## src/rtl/extended_div_core_if.sv

```systemverilog
// Request/result bundle for the sequential significand divider.
interface extended_div_core_if #(
    parameter int unsigned W = 24
);
    logic         start;
    logic [W-1:0] Q;
    logic [W-1:0] M;
    logic         busy;
    logic         done;
    logic [W-1:0] ans;
    logic         sticky;
    logic         div_by_zero;
    logic         overflow;

    modport master (
        output start, Q, M,
        input  busy, done, ans, sticky, div_by_zero, overflow
    );

    modport slave (
        input  start, Q, M,
        output busy, done, ans, sticky, div_by_zero, overflow
    );
endinterface

```

## src/rtl/extended_div_core.sv

```systemverilog
// Restoring divider: ans = floor(Q * 2^(W-1) / M), one quotient bit per clock, MSB first.
module extended_div_core #(
    parameter int unsigned W = 24
) (
    input  logic                 clk,
    input  logic                 rst_n,
    extended_div_core_if.slave   bus
);
    localparam int unsigned CW = $clog2(W + 1);

    logic          busy_q,   busy_d;
    logic          done_q,   done_d;
    logic [W-1:0]  ans_q,    ans_d;
    logic          sticky_q, sticky_d;
    logic          dbz_q,    dbz_d;
    logic          ovf_q,    ovf_d;
    logic [W-1:0]  m_q,      m_d;
    logic [W:0]    r_q,      r_d;
    logic [W-1:0]  quo_q,    quo_d;
    logic [CW-1:0] cnt_q,    cnt_d;

    logic          ge;
    logic [W:0]    r_next;
    logic [W:0]    r_shift;
    logic [W-1:0]  quo_next;

    always_comb begin
        ge       = (r_q >= {1'b0, m_q});
        r_next   = ge ? (r_q - {1'b0, m_q}) : r_q;
        r_shift  = r_next << 1;
        quo_next = {quo_q[W-2:0], ge};

        busy_d   = busy_q;
        done_d   = 1'b0;
        ans_d    = ans_q;
        sticky_d = sticky_q;
        dbz_d    = dbz_q;
        ovf_d    = ovf_q;
        m_d      = m_q;
        r_d      = r_q;
        quo_d    = quo_q;
        cnt_d    = cnt_q;

        if (!busy_q) begin
            if (bus.start) begin
                busy_d = 1'b1;
                m_d    = bus.M;
                r_d    = {1'b0, bus.Q};
                quo_d  = '0;
                cnt_d  = CW'(W);
                dbz_d  = (bus.M == '0);
                ovf_d  = (bus.M != '0) && ({1'b0, bus.Q} >= {bus.M, 1'b0});
            end
        end else begin
            r_d   = r_shift;
            quo_d = quo_next;
            cnt_d = cnt_q - CW'(1);
            if (cnt_q == CW'(1)) begin
                busy_d = 1'b0;
                done_d = 1'b1;
                // Special cases still run the full iteration count; only the result is overridden.
                if (dbz_q) begin
                    ans_d    = '1;
                    sticky_d = 1'b0;
                end else if (ovf_q) begin
                    ans_d    = '1;
                    sticky_d = 1'b1;
                end else begin
                    ans_d    = quo_next;
                    sticky_d = (r_shift != '0);
                end
            end
        end
    end

    always_ff @(posedge clk or negedge rst_n) begin
        if (!rst_n) begin
            busy_q   <= 1'b0;
            done_q   <= 1'b0;
            ans_q    <= '0;
            sticky_q <= 1'b0;
            dbz_q    <= 1'b0;
            ovf_q    <= 1'b0;
            m_q      <= '0;
            r_q      <= '0;
            quo_q    <= '0;
            cnt_q    <= '0;
        end else begin
            busy_q   <= busy_d;
            done_q   <= done_d;
            ans_q    <= ans_d;
            sticky_q <= sticky_d;
            dbz_q    <= dbz_d;
            ovf_q    <= ovf_d;
            m_q      <= m_d;
            r_q      <= r_d;
            quo_q    <= quo_d;
            cnt_q    <= cnt_d;
        end
    end

    assign bus.busy        = busy_q;
    assign bus.done        = done_q;
    assign bus.ans         = ans_q;
    assign bus.sticky      = sticky_q;
    assign bus.div_by_zero = dbz_q;
    assign bus.overflow    = ovf_q;
endmodule

```

## src/flat_wrapper.sv

```systemverilog
// flat-port wrapper written by rule: the top's interface ports become plain ports
module extended_div_core_flat 
#(
    parameter int unsigned W = 24
)
  (clk, rst_n, bus_start, bus_Q, bus_M, bus_busy, bus_done, bus_ans, bus_sticky, bus_div_by_zero, bus_overflow);
  extended_div_core_if #(.W(W)) bus_i ();
  input  logic clk;
  input  logic rst_n;
  input wire logic [$bits(bus_i.start)-1:0] bus_start;
  input wire logic [$bits(bus_i.Q)-1:0] bus_Q;
  input wire logic [$bits(bus_i.M)-1:0] bus_M;
  output wire logic [$bits(bus_i.busy)-1:0] bus_busy;
  output wire logic [$bits(bus_i.done)-1:0] bus_done;
  output wire logic [$bits(bus_i.ans)-1:0] bus_ans;
  output wire logic [$bits(bus_i.sticky)-1:0] bus_sticky;
  output wire logic [$bits(bus_i.div_by_zero)-1:0] bus_div_by_zero;
  output wire logic [$bits(bus_i.overflow)-1:0] bus_overflow;
  assign bus_i.start = bus_start;
  assign bus_i.Q = bus_Q;
  assign bus_i.M = bus_M;
  assign bus_busy = bus_i.busy;
  assign bus_done = bus_i.done;
  assign bus_ans = bus_i.ans;
  assign bus_sticky = bus_i.sticky;
  assign bus_div_by_zero = bus_i.div_by_zero;
  assign bus_overflow = bus_i.overflow;
  extended_div_core #(.W(W)) u_core (.clk(clk), .rst_n(rst_n), .bus(bus_i));
endmodule
```

## config.mk

```make
export PLATFORM = sky130hd
export DESIGN_NAME = extended_div_core_flat
export DESIGN_NICKNAME = d
export VERILOG_FILES = /design/src/rtl/extended_div_core_if.sv /design/src/rtl/extended_div_core.sv /design/src/flat_wrapper.sv
export SDC_FILE = /design/constraint.sdc
export NUM_CORES = 1
export LEC_CHECK = 0
export ABC_AREA = 1
export BUFFER_PORTS_ARGS = -buffer_cell sky130_fd_sc_hd__buf_2
export CAP_MARGIN = 20
export CORE_MARGIN = 1
export CORE_UTILIZATION = 60
export DETAILED_ROUTE_END_ITERATION = 10
export PLACE_DENSITY = 0.82
export SYNTH_ARGS = -nofsm -noshare
export SYNTH_HDL_FRONTEND = slang
export SYNTH_SLANG_ARGS = --single-unit
```

## constraint.sdc

```tcl
create_clock -name clk -period 4.25 [get_ports clk]
set_input_delay 0.425 -clock clk [delete_from_list [all_inputs] [get_ports clk]]
set_output_delay 0.425 -clock clk [all_outputs]
set_load 0.1 [all_outputs]
```

==> out/metrics.cfg, run 1 <==
[yosys]
yosys.cell_types.count=40
synth_warnings=0
synth_seq_area_share=0.384
synth_fp_nets=1074
synth_area_mm2=0.00690
async_flop_share=1.00
synth_flop_cell=dfrtp_1
synth_edf_count=0
synth_cells=973
avgSynthCellArea_um2=7.09
ys_seq_elements=106

[placed_design]
gp_congestion=0.961
placed_area_mm2=0.00739
place_hpwl_um=13400
port_buffers=79

[worst_setup_path]
cp-start-kind=flip-flop
cp.required_ns=4.49
path_cells=ha_1 > a21oi_1 > nor2_1 > nor2_1 > nand2_1 > nor2_4 > nand3_4 > nand2_1 > nand2_1 > nor2_1 > nand2_1 > nor2_1 > nand3_1 > o21bai_1 > nand2_1
path_class=reg -> reg
worst_setup_path_end_kind=flip-flop
cp_slowest_cell=dfrtp_1
cp_max_fo=29
critPathMaxStageDelay_ns=0.40
path_common_cell=nand2_1
cp.arrival_ns=3.24

[floorplan]
core_mm2=0.0110
pin_count=80
die_y_um=109
num_rows=38
dieArea_mm2=0.0119
initial_core_util=0.625
die_w_um=109

[final_layout]
nets=1143
utilization=0.697
nFillCells=934
multiInputGateArea_mm2=0.00348
synthToLayoutAreaGrowth_pct=11.4
fin_area_mm2=0.00769
seqCellArea_mm2=0.00265
final_cell_mix=306 x nand2_1, 163 x inv_1, 106 x dfrtp_1
diodes=0
drive_gt1_frac=0.119
final_common_cell=nand2_1

[global_routing]
grt_pass1_wl_um=29300
grt.overflow.total=0
grt_pass1_vias=6057
globalRouteTotalUtil=0.319
grt_antenna_before_repair=0
grt_max_degree=74

[routing]
drtIter0Drc=675
dr_total_vias=6520
drc=0
wire_per_inst_um=14.8
routed_wl_um=17600
drtPass1Iterations=5
ant_nets=0
viasPerCell=5.49

[timing]
worst_pin_slew_ns=0.900
tns_ns=0
rsz0062_at_grt=false
fmax_ghz=0.334
finalCritPeriodShare=0.705
hold_viol_final=0
setup_violations=0
slew_viol_final=0
skew_ns=0.0105
whs_ns=0.194
layout_min_cycle_time_ns=3.00
relSlewSlack=0.400

[cts]
path_clk_slew_ns=0.08
cts_tree=yes
cts_resized=0
clock_sinks=106
htreeDepth=3
cts_hold_buf=0
cts_setup_buffers=0
cts_root_buf=clkbuf_16
clock_path_buffers=2
insertion_delay_ns=0.35
cts_buffers=9

[run_status]
status=complete, no violations

[run]
maxCapViolCount=0

[min_path]
hp-class=in -> async

==> state kept, by name (all words and copies together), names as in the netlist, 5 cells and up <==
register,cells
u_core.quo_q,23
u_core.cnt_q,5
u_core.m_q,24
u_core.bus.ans,24
u_core.r_q,25
==> synth_stat cells, types with 5 or more instances <==
master      n  area share
xor2_1      8       0.010
ha_1       49       0.089
nand2_1   306        0.17
nand2_2    10      0.0091
nor3_1      6      0.0044
inv_1     163       0.089
nor2_1     74       0.040
o211ai_1    8      0.0087
nor4_1      5      0.0045
o21ai_0    36       0.026
nand4_1    19       0.017
dfrtp_1   106        0.38
nand3_1    42       0.030
o22ai_1    25       0.023
a21oi_1    52       0.038
clkbuf_1   20       0.011
==> through the flow <==
step / setup WS [ns] / std cells
detailed placement: 1.36 / 1170
global placement: 1.40 / 1170
global route: 0.994 / 1187
floorplan: 1.84 / 973
CTS: 1.27 / 1186
finish: 1.25 / 1187
==> cells by family (layout without fill, tap and decap cells) <==
kind of cell    Yosys count  in the layout  share of synthesized area
fa+ha+maj                50             50                     0.0918
flops                   106            106                      0.384
xor+xnor                 10             10                     0.0127
simple gates            478            478                      0.292
buf+inv                 196            270                      0.110
compound gates          133            133                      0.108
==> routing by layer <==
| layer | wire [um] | up-vias | GRT usage |
|---|---|---|---|
| met4 | 152 | 0 | 0.0743 |
| li1 | - | 3223 | - |
| met5 | 0 | - | 0 |
| met2 | 7610 | 283 | 0.472 |
| met1 | 8320 | 3003 | 0.475 |
| met3 | 1530 | 11 | 0.0699 |
==> layout make-up <==
class / instances / share of cell area
multi-input combinational: 671 / 0.453
tap: 140 / 0.0228
sequential: 106 / 0.345
clock inverter: 6 / 0.00765
timing repair buffer: 86 / 0.0596
clock buffer: 10 / 0.0298
inverter: 168 / 0.0820
==> worst paths after layout <==
| check | startpoint | end | slack, ns | cells past startpoint |
|---|---|---|---|---|
| hold / removal | rst_n | u_core.r_q[0] | 0.19 | 1 |
| hold reg to reg | u_core.m_q[18] | u_core.m_q[18] | 0.49 | 2 |
| setup / recovery | u_core.r_q[22] | u_core.bus.sticky | 1.25 | 15 |
| min in group clk | bus_M[0] | u_core.m_q[0] | 0.32 | 3 |
| setup reg to reg | u_core.r_q[22] | u_core.bus.sticky | 1.25 | 15 |
| max in group asynchronous | rst_n | u_core.r_q[17] | 3.05 | 2 |
==> worst max-delay path, delay by kind of cell (launching register included) <==
family,cells,cell delay (ns)
AND/OR/NAND/NOR,12,1.73
adder cells (fa/ha/maj),1,0.35
AO/OA/AOI/OAI,2,0.36
flip-flops,1,0.40
Power of run 1 is left out: the tool's default activity adds up to more than one toggle a clock period on the data nets, which glitch-free logic cannot reach.
==> run 2: changes to the inputs <==
--- a/config.mk
+++ b/config.mk
@@ -5,13 +5,13 @@
 export SDC_FILE = /design/constraint.sdc
 export NUM_CORES = 1
 export LEC_CHECK = 0
-export ABC_AREA = 1
+export ABC_AREA = 0
 export BUFFER_PORTS_ARGS = -buffer_cell sky130_fd_sc_hd__buf_2
 export CAP_MARGIN = 20
 export CORE_MARGIN = 1
-export CORE_UTILIZATION = 60
+export CORE_UTILIZATION = 59
 export DETAILED_ROUTE_END_ITERATION = 10
-export PLACE_DENSITY = 0.82
+export PLACE_DENSITY = 0.81
 export SYNTH_ARGS = -nofsm -noshare
 export SYNTH_HDL_FRONTEND = slang
 export SYNTH_SLANG_ARGS = --single-unit
==> constraint.sdc (replaced) <==
create_clock -name clk -period 2.9 [get_ports clk]
set_input_delay 0.29 -clock clk [delete_from_list [all_inputs] [get_ports clk]]
set_output_delay 0.29 -clock clk [all_outputs]
set_load 0.1 [all_outputs]
==> out/metrics.cfg, run 2 <==
[run_status]
status=complete, but fails checks
violations=hold timing, setup timing

[cts]
clock_path_buffers=2  ; unchanged
htreeDepth=3  ; unchanged
cts_buffers=9  ; unchanged
cts_root_buf=clkbuf_16
insertion_delay_ns=0.36  ; about the same
clock_sinks=106  ; unchanged
cts_hold_buf=0  ; unchanged
path_clk_slew_ns=0.08  ; about the same
cts_tree=yes

[routing]
drc=0  ; unchanged
drtPass1Iterations=7  ; +2
ant_nets=0  ; unchanged
drtIter0Drc=604  ; -11%
wire_per_inst_um=19.5  ; +32%
viasPerCell=6.19  ; +13%
routed_wl_um=20000  ; +14%
dr_total_vias=6355  ; -2.5%

[final_layout]
nets=982  ; -14%
synthToLayoutAreaGrowth_pct=25.8
final_common_cell=dfrtp_1
largest_reg_flops=25  ; unchanged
finalNonFillerCells=1026  ; -14%
diodes=0  ; unchanged
regMostFlops=u_core.r_q
final_cell_mix=105 x dfrtp_1, 92 x buf_4, 78 x buf_2
drive_gt1_frac=0.266  ; +0.147

[run]
maxCapViolCount=0  ; unchanged

[yosys]
avgSynthCellArea_um2=9.06  ; +28%
synth_edf_count=0  ; unchanged
ys_seq_elements=106  ; unchanged
synth_commonest_cells=106 x dfrtp_1, 73 x o21ai_0, 72 x nand2_1, 59 x inv_1, 49 x ha_1
async_flop_share=1.00  ; unchanged
synth_area_mm2=0.00668  ; -3.2%
synth_compound_area_frac=0.215  ; +0.107
synth_fp_nets=838  ; -22%
synth_fa_ha_area_frac=0.0948  ; +0.00303
synth_flop_cell=dfrtp_1
synth_most_common_cell=dfrtp_1
synth_top_cell_area_share=0.397  ; +0.0127
synth_cells=737  ; -24%
synth.area.top_cells=dfrtp_1 40%, ha_1 9.2%, o21ai_0 5.5%
yosysTopAreaCell=dfrtp_1
synth-xor-area-share=0.0275  ; +0.0148
synth-simple-area-share=0.161  ; -0.131
yosys.cell_types.count=57  ; +43%
muxShareOfSynthArea=0.0466  ; +0.0466
synth_warnings=0  ; unchanged
synth_seq_area_share=0.397  ; +0.0127
synth_top_family_by_area=compound AO/OA/AOI/OAI gates

[worst_setup_path]
cp.arrival_ns=3.33  ; +0.09 ns
cp_max_fo=3  ; -90%
worst_setup_path_end_kind=flip-flop
path_cells=inv_2 > ha_4 > fa_2 > nor2b_4 > o31a_4 > o21ai_4 > xnor2_2 > or4_1 > nor4_2 > or4b_4 > o41ai_2 > a31oi_1
path_class=reg -> reg
cp-start-kind=flip-flop
critPathMaxStageDelay_ns=0.49  ; +0.09 ns
cp.required_ns=3.12  ; -1.37 ns
cp_slowest_cell=or4_1

[timing]
finalCritPeriodShare=1.07  ; +0.366
relSlewSlack=0.410  ; +0.00960
worst_pin_slew_ns=0.883  ; -0.0165 ns
tns_ns=-0.208  ; -0.208 ns
slew_viol_final=0  ; unchanged
layout_min_cycle_time_ns=3.11  ; +0.111 ns
fmax_ghz=0.322  ; -3.6%
rsz0062_at_grt=true
whs_ns=-0.0204  ; -0.214 ns
skew_ns=0.00904  ; -0.00151 ns
setup_violations=1  ; +1
hold_viol_final=13  ; +13
final.setup.worst_slack_ns=-0.208  ; -1.46 ns

[floorplan]
num_rows=38  ; unchanged
initial_core_util=0.611  ; -0.0147
die_w_um=108  ; -0.76%
core_mm2=0.0109  ; -0.86%
pin_count=80  ; unchanged
dieArea_mm2=0.0117  ; -1.5%
die_y_um=108  ; -0.76%

[min_path]
hp-class=in -> async

[global_routing]
grt_antenna_before_repair=0  ; unchanged
globalRouteTotalUtil=0.349  ; +0.0307
grt_pass1_vias=6135  ; +1.3%
grt_pass1_wl_um=31000  ; +5.9%
grt_max_degree=107  ; +45%
grt.overflow.total=0  ; unchanged

[placed_design]
place_hpwl_um=14800  ; +11%
gp_congestion=0.995  ; +3.5%
dpl_worst_slack_ns=-0.245  ; -1.60 ns
place_inst=1005  ; -14%
port_buffers=79  ; unchanged

-- run 2: cell types whose count changed in the layout (fill, tap and decap cells not counted), moves of 24 or more --
cell | previous run | this run
nor2_1 | 74 | 25
o21ai_0 | 36 | 67
inv_1 | 163 | 57
o22a_1 | 0 | 24
nand2b_1 | 0 | 29
buf_4 | 7 | 92
mux2i_1 | 0 | 28
nand3_1 | 42 | 5
nand2_1 | 306 | 72
o22ai_1 | 25 | 1
-- run 2: routing by layer --
| layer | vias to the layer above | GRT usage | wire (um) |
|---|---|---|---|
| met3 | 62 | 0.0585 | 1240 |
| met4 | 0 | 0.168 | 894 |
| met2 | 271 | 0.587 | 9770 |
| li1 | 2912 | - | - |
| met5 | - | 0 | 0 |
| met1 | 3110 | 0.437 | 8130 |
-- run 2: critical path: cells and delay by family (launching register included) --
| kind | cells | cell delay, ns |
|---|---|---|
| adders and majority gates | 2 | 0.37 |
| AOI/OAI and AO/OA | 4 | 0.86 |
| and+or+nand+nor | 4 | 1.19 |
| buffers and inverters | 1 | 0.07 |
| xor gates and xnor gates | 1 | 0.09 |
| DFF | 1 | 0.40 |
-- run 2: logic make-up (layout without fill, tap and decap cells) --
kind of cell / after synthesis / count (layout)
simple gates: 209 / 209
flops: 106 / 106
compound gates: 220 / 220
xor+xnor: 21 / 21
buf+inv: 100 / 249
mux: 31 / 31
fa+ha+maj: 50 / 50
-- run 2: stage by stage --
stage                     utilization  cell area [um2]
after floorplan                     -             6680
after global placement          0.714             7810
after detailed placement        0.714             7810
after CTS                       0.745             8140
after global routing            0.768             8400
final                           0.768             8400
-- run 2: what timing repair did --
item	in CTS	in global routing
buffers inserted	1	3
gates cloned	0	1
endpoints found under the setup margin	17	24
resized for setup	9	38
pin swaps	2	8
-- run 2: path summary, 6_finish.rpt --
check	from	endpoint	slack, ns	cells after the start
setup / recovery	u_core.r_q[0]	u_core.bus.sticky	-0.21	12
hold / removal	rst_n	u_core.bus.ans[9]	-0.02	2
setup reg to reg	u_core.r_q[0]	u_core.bus.sticky	-0.21	12
hold reg to reg	u_core.bus.ans[18]	u_core.bus.ans[18]	0.50	1
max in group asynchronous	rst_n	u_core.bus.busy	2.45	2
min in group clk	bus_M[19]	u_core.m_q[19]	0.18	3
-- run 2: final cells by class --
| cell class | count | area [um2] |
|---|---|---|
| Timing Repair Buffer | 174 | 1170 |
| Clock buffer | 10 | 229 |
| Sequential cell | 106 | 2650 |
| Multi-Input combinational cell | 531 | 3910 |
| Inverter | 59 | 221 |
| Clock inverter | 6 | 51.3 |
| Tap cell | 140 | 175 |
| Fill cell | 755 | 2530 |
Power of run 2 is left out for the same reason.
==> run 3: changes to the inputs <==
--- a/config.mk
+++ b/config.mk
@@ -9,9 +9,10 @@
 export BUFFER_PORTS_ARGS = -buffer_cell sky130_fd_sc_hd__buf_2
 export CAP_MARGIN = 20
 export CORE_MARGIN = 1
-export CORE_UTILIZATION = 59
+export CORE_UTILIZATION = 60
+export CTS_BUF_LIST = sky130_fd_sc_hd__clkbuf_8
 export DETAILED_ROUTE_END_ITERATION = 10
-export PLACE_DENSITY = 0.81
+export PLACE_DENSITY_LB_ADDON = 0.3
 export SYNTH_ARGS = -nofsm -noshare
 export SYNTH_HDL_FRONTEND = slang
 export SYNTH_SLANG_ARGS = --single-unit
==> out/metrics.cfg, run 3 (synthesis results as in run 2) <==
[global_routing]
grt_antenna_before_repair=0  ; unchanged
grt.overflow.total=0  ; unchanged
globalRouteTotalUtil=0.361  ; +0.0115
grt_pass1_wl_um=31300  ; +0.98%
grt_max_degree=70  ; -35%
grt_pass1_vias=6108  ; -0.44%

[cts]
cts_root_buf=clkbuf_8
cts_buffers=9  ; unchanged
clock_sinks=106  ; unchanged
path_clk_slew_ns=0.10  ; +0.02 ns
htreeDepth=3  ; unchanged
cts_tree=yes
clock_path_buffers=2  ; unchanged
insertion_delay_ns=0.40  ; +0.04 ns

[routing]
drc=0  ; unchanged
ant_nets=0  ; unchanged
wire_per_inst_um=19.3  ; -1.4%
routed_wl_um=19700  ; -1.6%
drtIter0Drc=450  ; -25%
viasPerCell=6.01  ; -2.9%
dr_total_vias=6158  ; -3.1%
drtPass1Iterations=5  ; -2

[timing]
tns_ns=-0.226  ; -0.0177 ns
setup_violations=1  ; unchanged
slew_viol_final=0  ; unchanged
skew_ns=0.0106  ; +0.00158 ns
rsz0062_at_grt=true
final.setup.worst_slack_ns=-0.226  ; -0.0177 ns
relSlewSlack=0.412  ; +0.00267
hold_viol_final=0  ; -13
worst_pin_slew_ns=0.879  ; -0.00400 ns
layout_min_cycle_time_ns=3.13  ; +0.0177 ns
fmax_ghz=0.320  ; -0.57%
finalCritPeriodShare=1.08  ; +0.00611

[min_path]
worstHoldEndpoint=u_core.m_q[3]
min_path_cells=3
hp-class=in -> reg
hold_start=bus_M[3]

[worst_setup_path]
cp.required_ns=3.17  ; +0.05 ns
worst_setup_path_end_kind=flip-flop
cp_max_fo=4  ; +1
path_class=reg -> reg
reg2reg_depth=12  ; unchanged
r2r_slack_ns=-0.23  ; -0.02 ns
cp.arrival_ns=3.40  ; +0.07 ns
cp-start-kind=flip-flop
rr_startpoint=u_core.r_q[0]
r2r-end=u_core.bus.sticky

[floorplan]
die_w_um=108  ; -0.82%
core_mm2=0.0108  ; -0.87%
num_rows=38  ; unchanged
dieArea_mm2=0.0116  ; -1.6%
die_y_um=108  ; -0.82%
initial_core_util=0.616  ; +0.00536
pin_count=80  ; unchanged

[placed_design]
gp_congestion=0.999  ; +0.38%
placed_area_mm2=0.00779  ; -0.26%
place_hpwl_um=14900  ; +0.48%
port_buffers=79  ; unchanged
place_inst=1004  ; -0.10%

[final_layout]
nFillCells=813  ; +7.7%
finalNonFillerCells=1024  ; -0.19%
drive_gt1_frac=0.244  ; -0.0220
diodes=0  ; unchanged
regMostFlops=u_core.r_q
largest_reg_flops=25  ; unchanged
nets=980  ; -0.20%
fin_area_mm2=0.00816  ; -2.9%
synthToLayoutAreaGrowth_pct=22.2
utilization=0.753  ; -0.0155
final_common_cell=dfrtp_1
final_cell_mix=105 x dfrtp_1, 87 x buf_4, 78 x buf_2

[run_status]
violations=setup timing
status=complete, but fails checks

[run]
maxCapViolCount=0  ; unchanged

run 3: changes by cell type in the layout (fill, tap and decap cells not counted), moves of 3 or more:
cell / change
ha_4: -7
buf_4: -5
inv_1: +3
ha_1: +6
o21ai_0: +5
clkbuf_16: -10
clkbuf_8: +9
o21ai_1: -5
run 3: cell type report:
cell class | count | area [um2] | share of cell area
Multi-Input combinational cell | 532 | 3760 | 0.461
Sequential cell | 106 | 2650 | 0.325
Timing Repair Buffer | 171 | 1140 | 0.140
Inverter | 59 | 221 | 0.0271
Tap cell | 140 | 175 | 0.0215
Clock buffer | 9 | 124 | 0.0152
Clock inverter | 7 | 86.3 | 0.0106
run 3: layer usage:
metal,vias up,part of all wire,track usage
met5,-,0,0
met2,226,0.48,0.592
met1,2978,0.42,0.464
met3,44,0.070,0.0805
li1,2910,-,-
met4,0,0.033,0.138
run 3: through the flow:
stage	worst slack [ns]	hold WS [ns]
after floorplan	-0.0596	-0.00559
after global placement	-0.139	0.333
after detailed placement	-0.272	0.338
after CTS	-0.234	0.120
after global routing	-0.449	0.135
final	-0.226	0.134
run 3: timing repair:
action	CTS	global route
hold buffers	1	0
pin swaps	1	4
resized for setup	8	16
setup buffers	0	1
cloned	2	0
endpoints found under the hold margin	47	0
endpoints found under the setup margin	13	25
run 3: worst max-delay path: stages (launching register included):
cell and delay [ns]:
dfrtp_1 0.39, inv_1 0.06, ha_2 0.19, fa_2 0.25
nor2b_4 0.05, o31a_4 0.35, o21ai_4 0.16, xnor2_1 0.09
or4_1 0.49, nor4_2 0.14, or4b_1 0.47, o41ai_2 0.26
a31oi_1 0.12
run 3: worst max path at each step:
stage / startpoint / end / slack, ns / cells after the start
2_1_floorplan: u_core.r_q[0] / u_core.bus.sticky / -0.06 / 12
3_3_place_gp: u_core.r_q[0] / u_core.bus.sticky / -0.14 / 12
3_5_place_dp: u_core.r_q[3] / u_core.bus.sticky / -0.27 / 11
4_1_cts: u_core.r_q[0] / u_core.bus.sticky / -0.23 / 12
5_1_grt: u_core.r_q[0] / u_core.bus.sticky / -0.45 / 12
6_report: u_core.r_q[0] / u_core.bus.sticky / -0.23 / 12
Power of run 3 is left out for the same reason.
